### config.mk
export PLATFORM = sky130hd
export DESIGN_NAME = peasant_mult_seq
export DESIGN_NICKNAME = d
export VERILOG_FILES = /design/src/rtl/peasant_mult_seq.sv
export SDC_FILE = /design/constraint.sdc
export NUM_CORES = 1
export LEC_CHECK = 0
export BUFFER_PORTS_ARGS = -buffer_cell sky130_fd_sc_hd__buf_2
export CAP_MARGIN = 20
export CORE_MARGIN = 4
export CORE_UTILIZATION = 54
export CTS_CLUSTER_DIAMETER = 60
export CTS_CLUSTER_SIZE = 28
export DETAILED_ROUTE_END_ITERATION = 12
export PLACE_DENSITY = 0.77
export REMOVE_ABC_BUFFERS = 1
export SETUP_SLACK_MARGIN = 0.4
export SYNTH_ARGS = -nofsm -noshare
export SYNTH_HDL_FRONTEND = slang
export SYNTH_SLANG_ARGS = --single-unit
export TNS_END_PERCENT = 5
### constraint.sdc
create_clock -name clk -period 6.8 [get_ports clk]
set_input_delay 0.68 -clock clk [delete_from_list [all_inputs] [get_ports clk]]
set_output_delay 0.68 -clock clk [all_outputs]
set_load 0.02 [all_outputs]
### src/rtl/peasant_mult_seq.sv
// Sequential shift-and-add (Russian peasant) unsigned multiplier.
// One RUN cycle per significant bit of x; a zero multiplier takes a single RUN cycle.
module peasant_mult_seq #(
    parameter int unsigned WIDTH = 32
) (
    input  logic                 clk,
    input  logic                 rst,
    input  logic                 start,
    input  logic [WIDTH-1:0]     x,
    input  logic [WIDTH-1:0]     y,
    output logic                 ready,
    output logic                 busy,
    output logic                 done,
    output logic [2*WIDTH-1:0]   product
);

    localparam int unsigned PW = 2 * WIDTH;

    typedef enum logic [1:0] {
        IDLE = 2'd0,
        RUN  = 2'd1,
        DONE = 2'd2
    } state_t;

    state_t           state;
    logic [WIDTH-1:0] xr;
    logic [PW-1:0]    yr;
    logic [PW-1:0]    acc;

    logic [PW-1:0]    acc_nxt_c;
    logic             last_c;

    // Accumulate on an odd multiplier; finish once no set bits remain above bit 0.
    always_comb begin
        acc_nxt_c = xr[0] ? acc + yr : acc;
        last_c    = ((xr >> 1) == '0);
    end

    always_ff @(posedge clk or posedge rst) begin
        if (rst) begin
            state   <= IDLE;
            xr      <= '0;
            yr      <= '0;
            acc     <= '0;
            product <= '0;
            ready   <= 1'b1;
            busy    <= 1'b0;
            done    <= 1'b0;
        end else begin
            case (state)
                IDLE: begin
                    if (start) begin
                        xr    <= x;
                        yr    <= PW'(y);
                        acc   <= '0;
                        state <= RUN;
                        ready <= 1'b0;
                        busy  <= 1'b1;
                    end
                end
                RUN: begin
                    acc <= acc_nxt_c;
                    xr  <= xr >> 1;
                    yr  <= yr << 1;
                    if (last_c) begin
                        product <= acc_nxt_c;
                        state   <= DONE;
                        busy    <= 1'b0;
                        done    <= 1'b1;
                    end
                end
                DONE: begin
                    state <= IDLE;
                    done  <= 1'b0;
                    ready <= 1'b1;
                end
                default: begin
                    state <= IDLE;
                    ready <= 1'b1;
                    busy  <= 1'b0;
                    done  <= 1'b0;
                end
            endcase
        end
    end

endmodule

* Yosys cells after proc, flatten, opt, wreduce, memory -nomap -nowiden *
Cells that the tools add are included.

word-level totals
  register bits after elaboration = 229
  input port bits = 67
  output and inout bits = 67
  logic and storage cells = 42

cells by class
  $add $sub $neg = 1
  equality and inequality tests = 4
  multiplexer cells = 17
  bitwise operators = 3
  reduce and logical (&&, ||, !) cells = 9

operators by type and width
  kind                count
  $pmux 64 s2         2
  $mux 64             3
  $add 64x64->64      1
  $pmux 32 s2         1
  $logic_not 32->1    1
  $mux 32             1
  $reduce_and 2->1    5
  $mux 1              4
  $mux 2              2
  $ne 2x2->1 const B  2
  $pmux 1 s2          2
  $pmux 2 s2          1
  $not 1->1           3
  $pmux 1 s3          1
  $reduce_and 3->1    1
  $eq 2x1->1 const B  1
  $eq 2x2->1 const B  1
  $logic_not 2->1     1
  $reduce_bool 2->1   1

* Logic depth before layout (Yosys ltp) *
Gate-level depths: netlist of the first run.

  depth after elaboration = 3
  gate-level depth with buffers = 13
  mapped depth without buffers = 13

* Worst setup path before layout of the first run *
No wires, ideal clock.

  kind = reg-to-reg
  start point = reg yr[0]
  end point = reg product[60]
  setup time = 0.082 ns
  arrival time = 3.072 ns
  required time = 6.718 ns
  setup slack = 3.646 ns
  cell stages (with the launch flop) = 14
  path buffers = 0
  period minus slack after synthesis = 3.154 ns
  path through = dfrtp_1 -> ha_1 -> inv_1 -> fa_1 -> nor2b_1 -> o21ai_1 -> o211a_1 -> o21ba_1 -> o311a_1 -> a31oi_4 -> a22oi_2 -> a211o_1 -> or3b_1 -> a31oi_1

between the ends
  longest elaborated chain between the ends = 2

RTL lines
  element                 line  text
  from (decl)             27    logic [PW-1:0] yr;
  from (signal assigned)  54    yr <= PW'(y);
  from (signal assigned)  64    yr <= yr << 1;
  $add 64x64->64          35    acc_nxt_c = xr[0] ? acc + yr : acc;
  $mux 64                 35
  to (signal assigned)    66    product <= acc_nxt_c;
  to (decl)               14    output logic [2*WIDTH-1:0] product

Every way passes these cells.
A chain may end at the register's enable or synchronous reset.

* Worst setup path after layout of the first run *
  start point = reg yr[0]
  end point = reg product[58]

Same word-level chain as after synthesis.

==> reports/qor.csv, run 1 <==
stage;metric;value;unit
placement;pre_cts_ws;3.13;ns
global_routing;grt_pass1_wl;56100;um
setup_path;path_class;reg2reg;
global_routing;antenna_found_initial;0;
yosys;ys_seq_area_share;42.8;%
yosys;synthFlopType;dfrtp_1;
yosys;syn_inst;1424;
setup_path;worstPathMaxFanout;4;
cts;holdBufCountCts;0;
final_layout;n_antenna_cell;0;
cts;ctsLongestPathBuffers;3;
detailed_routing;first_pass_iters;5;
sta;tightestPinTransition;1.05;ns
run_status;status;finished clean;
sta;min_period;3.69;ns
global_routing;gr-total-overflow;0;
cts;cts-root-buf;clkbuf_16;
sta;setup_viol;0;
yosys;ys_top_cells_by_area;dfrtp_1 43%, mux2i_1 8.3%, ha_1 5.9%;
placement;routabilityCongestion;0.949;
setup_path;crit_required;7.22;ns
cts;postCtsSetupBuffers;0;
detailed_routing;wl_met2;16000;um
global_routing;track_usage;25.1;%
setup_path;cp-start-kind;flip-flop;
sta;holdWs;0.271;ns
pwr;power_density;508;nW/um^2
setup_path;crit_path_end_kind;flip-flop;
yosys;synth-adder-area-share;6.04;%
die;die_h;165;um
min_path;hold_class;in2async;
detailed_routing;antenna_left;0;
yosys;synth_top_family_by_area;compound AO/OA/AOI/OAI gates;
die;core;24300;um^2
pwr;max-vdd-ir-drop;242;uV
pwr;p_leak;0.00709;uW
die;rows;57;
die;initial_core_util;55.0;%
die;die_area;27400;um^2
die;ios;134;
sta;min_period_over_period;54.3;%
detailed_routing;routed_wl;34300;um
sta;clock_skew;0.0202;ns
cts;cts_max_level;1;
yosys;synth_top_area_share;42.6;%
detailed_routing;highest_layer;met4;
yosys;synth_seq_cells;229;
final_layout;nets;1628;
yosys;syn_avg_cell_area;9.40;um^2
sta;setup_ws;3.11;ns
detailed_routing;vias_per_cell;6.07;
sta;finalHoldViolCount;0;
detailed_routing;met1Wirelength;15100;um
placement;hpwl;23900;um
yosys;yosysWarnings;0;
final_layout;synthToLayoutAreaGrowth;12.5;%
yosys;synth-edff-count;0;
yosys;synth-xor-area-share;3.93;%
detailed_routing;drt_iter0_drc;969;
detailed_routing;vias;11100;
cts;cts_sinks;229;
flow_run;cap_violations;0;
cts;path_clk_slew;0.09;ns
global_routing;grt_pass1_vias;11200;
sta;rsz0062_at_grt;false;
die;fp.dieW;165;um
cts;cts_tree;yes;
global_routing;grt_max_degree;109;
yosys;synth_cell_type_count;69;
sta;fmax;0.271;GHz
cts;cts-resized-gates;0;
detailed_routing;wl_per_cell;18.7;um
final_layout;drive_gt1_share;13.2;%
cts;numCtsBuffers;22;
detailed_routing;dr_wl_met3;2280;um
yosys;yosys.area.top_type;dfrtp_1;
cts;clk_latency;0.53;ns
detailed_routing;drc;0;
yosys;synth_area;13400;um^2
yosys;synthMuxAreaShare;8.47;%
sta;max_slew_margin;29.7;%
sta;drv_slew;0;
setup_path;critPathArrivalTime;4.11;ns
placement;io_buffers;133;
yosys;yosys.area_share.simple;12.5;%
yosys;synthArstFlopShare;100;%
yosys;synth-compound-area-share;22.9;%
final_layout;fillers;2054;
==> cell usage in the layout, fill, tap and decap left out, types with 10 or more instances in the layout <==
| cell type | count |
|---|---|
| clkbuf_16 | 23 |
| nand2_1 | 191 |
| a21o_1 | 41 |
| nor2_1 | 55 |
| mux2i_1 | 111 |
| inv_1 | 20 |
| nand4_1 | 23 |
| xnor2_1 | 40 |
| xor2_1 | 20 |
| nand3_1 | 20 |
| a22o_1 | 72 |
| ha_1 | 63 |
| dfrtp_1 | 227 |
| o21ai_1 | 46 |
| o21bai_1 | 18 |
| buf_2 | 133 |
| nor3b_1 | 12 |
| a21oi_1 | 104 |
| nor4_1 | 10 |
| o21ai_0 | 115 |
| buf_4 | 10 |
==> synth_stat cells (9+ instances only) <==
library cell / count
buf_1: 11
o21bai_1: 20
a211o_1: 9
ha_1: 63
nor3_1: 9
clkbuf_1: 80
inv_1: 21
xor2_1: 20
o31ai_1: 9
nand3_1: 20
nor3b_1: 12
a21oi_1: 104
o21ai_0: 115
o21ai_1: 46
a31oi_1: 9
nor2_1: 55
dfrtp_1: 228
a22o_1: 72
nor4_1: 10
xnor2_1: 40
a21o_1: 41
mux2i_1: 111
nand4_1: 23
nand2_1: 192
==> sequential cells by signal, summed over array words and instances, names as in the netlist <==
register	count
acc	64
busy	1
done	1
product	64
ready	1
state	2
xr	32
yr	64
==> logic make-up (layout without fill, tap and decap cells) <==
| kind of cell | Yosys count | after routing |
|---|---|---|
| DFF | 229 | 229 |
| xor gates and xnor gates | 60 | 60 |
| muxes | 113 | 113 |
| adders and majority gates | 64 | 64 |
| buffers and inverters | 116 | 205 |
| and+or+nand+nor | 365 | 365 |
| AOI/OAI and AO/OA | 477 | 477 |
==> worst max-delay path: stages (launching register included) <==
cell and delay, ns:
dfrtp_1 0.41, ha_1 0.21, inv_1 0.07, fa_1 0.40, nor2b_1 0.13, o21ai_1 0.09, o211a_1 0.29, o21ba_1 0.24
o311a_1 0.42, o21ai_1 0.37, a31oi_1 0.26, o21bai_1 0.30, mux2i_1 0.12, a211o_1 0.27
==> per-stage QoR <==
| stage | instances | total power [uW] | cell area (um^2) | setup TNS, ns | util (%) |
|---|---|---|---|---|---|
| after floorplan | 1330 | 5220 | 13000 | -70.96 | - |
| after global placement | 1797 | 6140 | 14200 | 0 | 58.5 |
| after detailed placement | 1797 | 6240 | 14200 | 0 | 58.5 |
| after CTS | 1837 | 7650 | 15100 | 0 | 61.9 |
| final | 1837 | 7650 | 15100 | 0 | 61.9 |
| after global routing | 1837 | 8210 | 15100 | 0 | 61.9 |
==> path summary, 6_finish.rpt <==
| check | start | to | slack, ns | cells past startpoint |
|---|---|---|---|---|
| min in group clk | x[16] | xr[16] | 0.44 | 3 |
| worst max-delay path | yr[0] | product[58] | 3.11 | 13 |
| worst min register to register | product[37] | product[37] | 0.48 | 2 |
| worst min-delay path | rst | yr[22] | 0.27 | 2 |
| worst max register to register | yr[0] | product[58] | 3.11 | 13 |
| max in group asynchronous | rst | yr[51] | 5.24 | 3 |
==> per-layer routing <==
layer | up-vias | track usage, %
met1 | 5384 | 33.9
met3 | 75 | 4.05
met5 | - | 0
met4 | 0 | 8.25
met2 | 346 | 41.5
li1 | 5338 | -
==> report_power, final <==
part,total [uW],internal [uW],switching (uW)
logic,3910,1550,2370
registers,2360,1900,461
clock network,1380,700,676
==> layout make-up <==
type | count | area (um^2) | area share [%]
Multi-Input combinational cell | 1079 | 7250 | 48.2
Clock buffer | 24 | 589 | 3.91
Tap cell | 324 | 405 | 2.69
Timing Repair Buffer | 143 | 741 | 4.92
Clock inverter | 16 | 239 | 1.59
Sequential cell | 229 | 5740 | 38.1
Inverter | 22 | 90.1 | 0.598
Power figures use the tool's default switching activity.
==> run 2: changes to the inputs <==
--- a/config.mk
+++ b/config.mk
@@ -5,10 +5,11 @@
 export SDC_FILE = /design/constraint.sdc
 export NUM_CORES = 1
 export LEC_CHECK = 0
+export ABC_AREA = 1
 export BUFFER_PORTS_ARGS = -buffer_cell sky130_fd_sc_hd__buf_2
 export CAP_MARGIN = 20
 export CORE_MARGIN = 4
-export CORE_UTILIZATION = 54
+export CORE_UTILIZATION = 55
 export CTS_CLUSTER_DIAMETER = 60
 export CTS_CLUSTER_SIZE = 28
 export DETAILED_ROUTE_END_ITERATION = 12
==> constraint.sdc (replaced) <==
create_clock -name clk -period 3.3 [get_ports clk]
set_input_delay 0.33 -clock clk [delete_from_list [all_inputs] [get_ports clk]]
set_output_delay 0.33 -clock clk [all_outputs]
set_load 0.02 [all_outputs]
==> reports/qor.csv, run 2 <==
stage;metric;value;unit
yosys;synthTopCellsByCount;872 x nand2_1, 386 x inv_1, 228 x dfrtp_1, 172 x nor2_1, 147 x nand3_1;
cts;ctsLongestPathBuffers;3;
placement;routabilityCongestion;0.981;
yosys;ys_seq_area_share;36.4;%
die;core;28000;um^2
setup_path;critPathArrivalTime;3.17;ns
pwr;max-vdd-ir-drop;569;uV
yosys;ys_top_cells_by_area;dfrtp_1 36%, nand2_1 21%, inv_1 9.2%;
final_layout;reg.largest.list;acc x64, product x64, yr x64;
yosys;synth-edff-count;0;
pwr;finalPower;20200;uW
setup_path;cp-start-kind;flip-flop;
yosys;synthFlopType;dfrtp_1;
yosys;yosys.area.top_type;dfrtp_1;
final_layout;final_util;62.4;%
detailed_routing;routed_wl;49700;um
setup_path;path_class;reg2reg;
run_status;status;finished clean;
global_routing;track_usage;31.7;%
global_routing;grt_pass1_vias;14800;
yosys;syn_inst;2383;
sta;drv_slew;0;
detailed_routing;vias;15500;
final_layout;mostFrequentLayoutCells;871 x nand2_1, 385 x inv_1, 227 x dfrtp_1, 171 x nor2_1, 146 x nand3_1;
pwr;switching_share;53.8;%
yosys;synthArstFlopShare;100;%
placement;post-place-cells;2834;
die;die_area;31400;um^2
pwr;power_density;1160;nW/um^2
cts;numCtsBuffers;23;
pwr;clockPowerShare;14.1;%
setup_path;crit_path_end_kind;flip-flop;
sta;rsz0062_at_grt;true;
setup_path;crit_required;3.74;ns
setup_path;path_delay_family;simple AND/OR/NAND/NOR gates;
sta;clock_skew;0.0170;ns
pwr;switchingPower;10900;uW
setup_path;cp_cell_sequence;ha_1, inv_1, fa_1, inv_1, nand3_1, nand2_2, nand2_1, nand2_2, nand2_1, nand2_2, nand2_1, nand2_2, nand2_1, nand3_1, nand3_1, nand3_1, nand2_1;
cts;path_clk_slew;0.08;ns
setup_path;slowest_delay;0.39;ns
final_layout;fillers;2690;
detailed_routing;first_pass_iters;5;
cts;postCtsSetupBuffers;0;
detailed_routing;met1Wirelength;24300;um
placement;hpwl;36900;um
detailed_routing;wl_met2;20900;um
yosys;synth_top_area_share;36.2;%
final_layout;nets;2616;
yosys;synth_cell_type_count;39;
detailed_routing;vias_per_cell;5.39;
die;fp.dieW;177;um
pwr;seq_power_share;22.4;%
global_routing;antenna_found_initial;0;
sta;max_slew_margin;46.3;%
cts;cts-root-buf;clkbuf_16;
detailed_routing;antenna_left;0;
final_layout;drive_gt1_share;11.6;%
detailed_routing;drc;0;
sta;fmax;0.367;GHz
setup_path;cp.buffers_inverters;2;
global_routing;grt_max_degree;108;
die;initial_core_util;56.2;%
detailed_routing;dr_wl_met3;3650;um
cts;clk_latency;0.56;ns
sta;min_period_over_period;82.6;%
min_path;hold_class;in2reg;
final_layout;final_common_cell;nand2_1;
final_layout;fin_cells;2880;
final_layout;n_antenna_cell;0;
sta;tightestPinTransition;0.804;ns
sta;finalHoldViolCount;0;
setup_path;cpMaxStageDelayCell;dfrtp_1;
placement;io_buffers;133;
sta;min_period;2.73;ns
setup_path;crit_top_cell;nand2_1;
detailed_routing;highest_layer;met4;
pwr;cellInternalPower;9340;uW
sta;setup_viol;0;
yosys;synth_seq_cells;229;
cts;cts_max_level;1;
die;die_h;177;um
die;ios;134;
global_routing;gr-total-overflow;0;
detailed_routing;wl_per_cell;17.3;um
global_routing;grt_pass1_wl;79600;um
yosys;syn_avg_cell_area;6.61;um^2
cts;cts_tree;yes;
yosys;yosysWarnings;0;
die;rows;61;
pwr;p_comb_share;63.5;%
detailed_routing;drt_iter0_drc;1437;
final_layout;synthToLayoutAreaGrowth;11.0;%
yosys;synth_area;15700;um^2
pwr;p_leak;0.00970;uW
yosys;synth.most_common_cell;nand2_1;
flow_run;cap_violations;0;
cts;cts_sinks;229;
setup_path;worstPathMaxFanout;4;
## run 2: changes by cell type in the layout (fill, tap and decap cells not counted), sizes merged, moves of 46 or more
cell	previous run	this run
nand2	192	895
inv	31	395
nand3	20	160
nor2	55	185
mux2i	111	0
a22o	72	1
o22ai	1	48
o21ai	161	115
## run 2: metrics by stage
stage / TNS [ns] / area (um^2) / hold WS [ns] / setup slack [ns]
finish: 0 / 17500 / 0.0230 / 0.573
global route: 0 / 17500 / 0.0247 / 0.386
CTS: 0 / 17500 / 0.0144 / 0.593
floorplan: -1211.45 / 15300 / 0.447 / -3.30
detailed placement: 0 / 16600 / 0.461 / 0.631
global placement: 0 / 16600 / 0.458 / 0.634
## run 2: kinds of logic (layout without fill, tap and decap cells)
| logic type | after synthesis | count (layout) | synth area share, % |
|---|---|---|---|
| and+or+nand+nor | 1309 | 1309 | 34.6 |
| buffers and inverters | 464 | 583 | 12.3 |
| AOI/OAI and AO/OA | 287 | 287 | 9.95 |
| DFF | 229 | 229 | 36.4 |
| adders and majority gates | 64 | 64 | 5.13 |
| xor gates and xnor gates | 30 | 30 | 1.67 |
## run 2: area by class of cell
type | count | area [um^2] | share of cell area, %
clock buffers | 24 | 589 | 3.37
clock inverters | 18 | 245 | 1.40
flip-flops and latches | 229 | 5730 | 32.8
repair buffers | 152 | 866 | 4.95
well taps | 378 | 473 | 2.71
inverters | 389 | 1470 | 8.40
multi-input cells | 1690 | 8110 | 46.4
## run 2: worst min-delay path: cells and delay by family
kind	cells	cell delay [ns]
buf+inv	1	0.10
compound gates	1	0.06
simple gates	1	0.05
## run 2: what timing repair did
item	in CTS	in global routing
hold endpoints to repair	95	0
hold buffers	3	0
resized for setup	0	1
endpoints found under the setup margin	0	3
## run 2: power by group through the flow
stage	sequential, uW	clock, uW	combinational, uW
2_1_floorplan	4420	0	9070
3_3_place_gp	4490	0	12400
3_5_place_dp	4530	0	12500
4_1_cts	4500	2880	12700
5_1_grt	4630	3010	14400
6_report	4520	2860	12900
## run 2: worst paths after layout
check	start	endpoint	slack, ns	cells after the start
max	yr[0]	acc[62]	0.57	17
max in group asynchronous	rst	acc[32]	2.02	4
min	y[15]	yr[15]	0.02	3
min in group asynchronous	rst	product[50]	0.44	3
max reg2reg	yr[0]	acc[62]	0.57	17
min reg2reg	product[38]	product[38]	0.48	2
## run 2: metal layers
layer  track usage [%]  up-vias
li1                  -     7630
met1              49.9     7283
met2              47.0      577
met3              3.72       47
met4              7.03        0
met5                 0        -
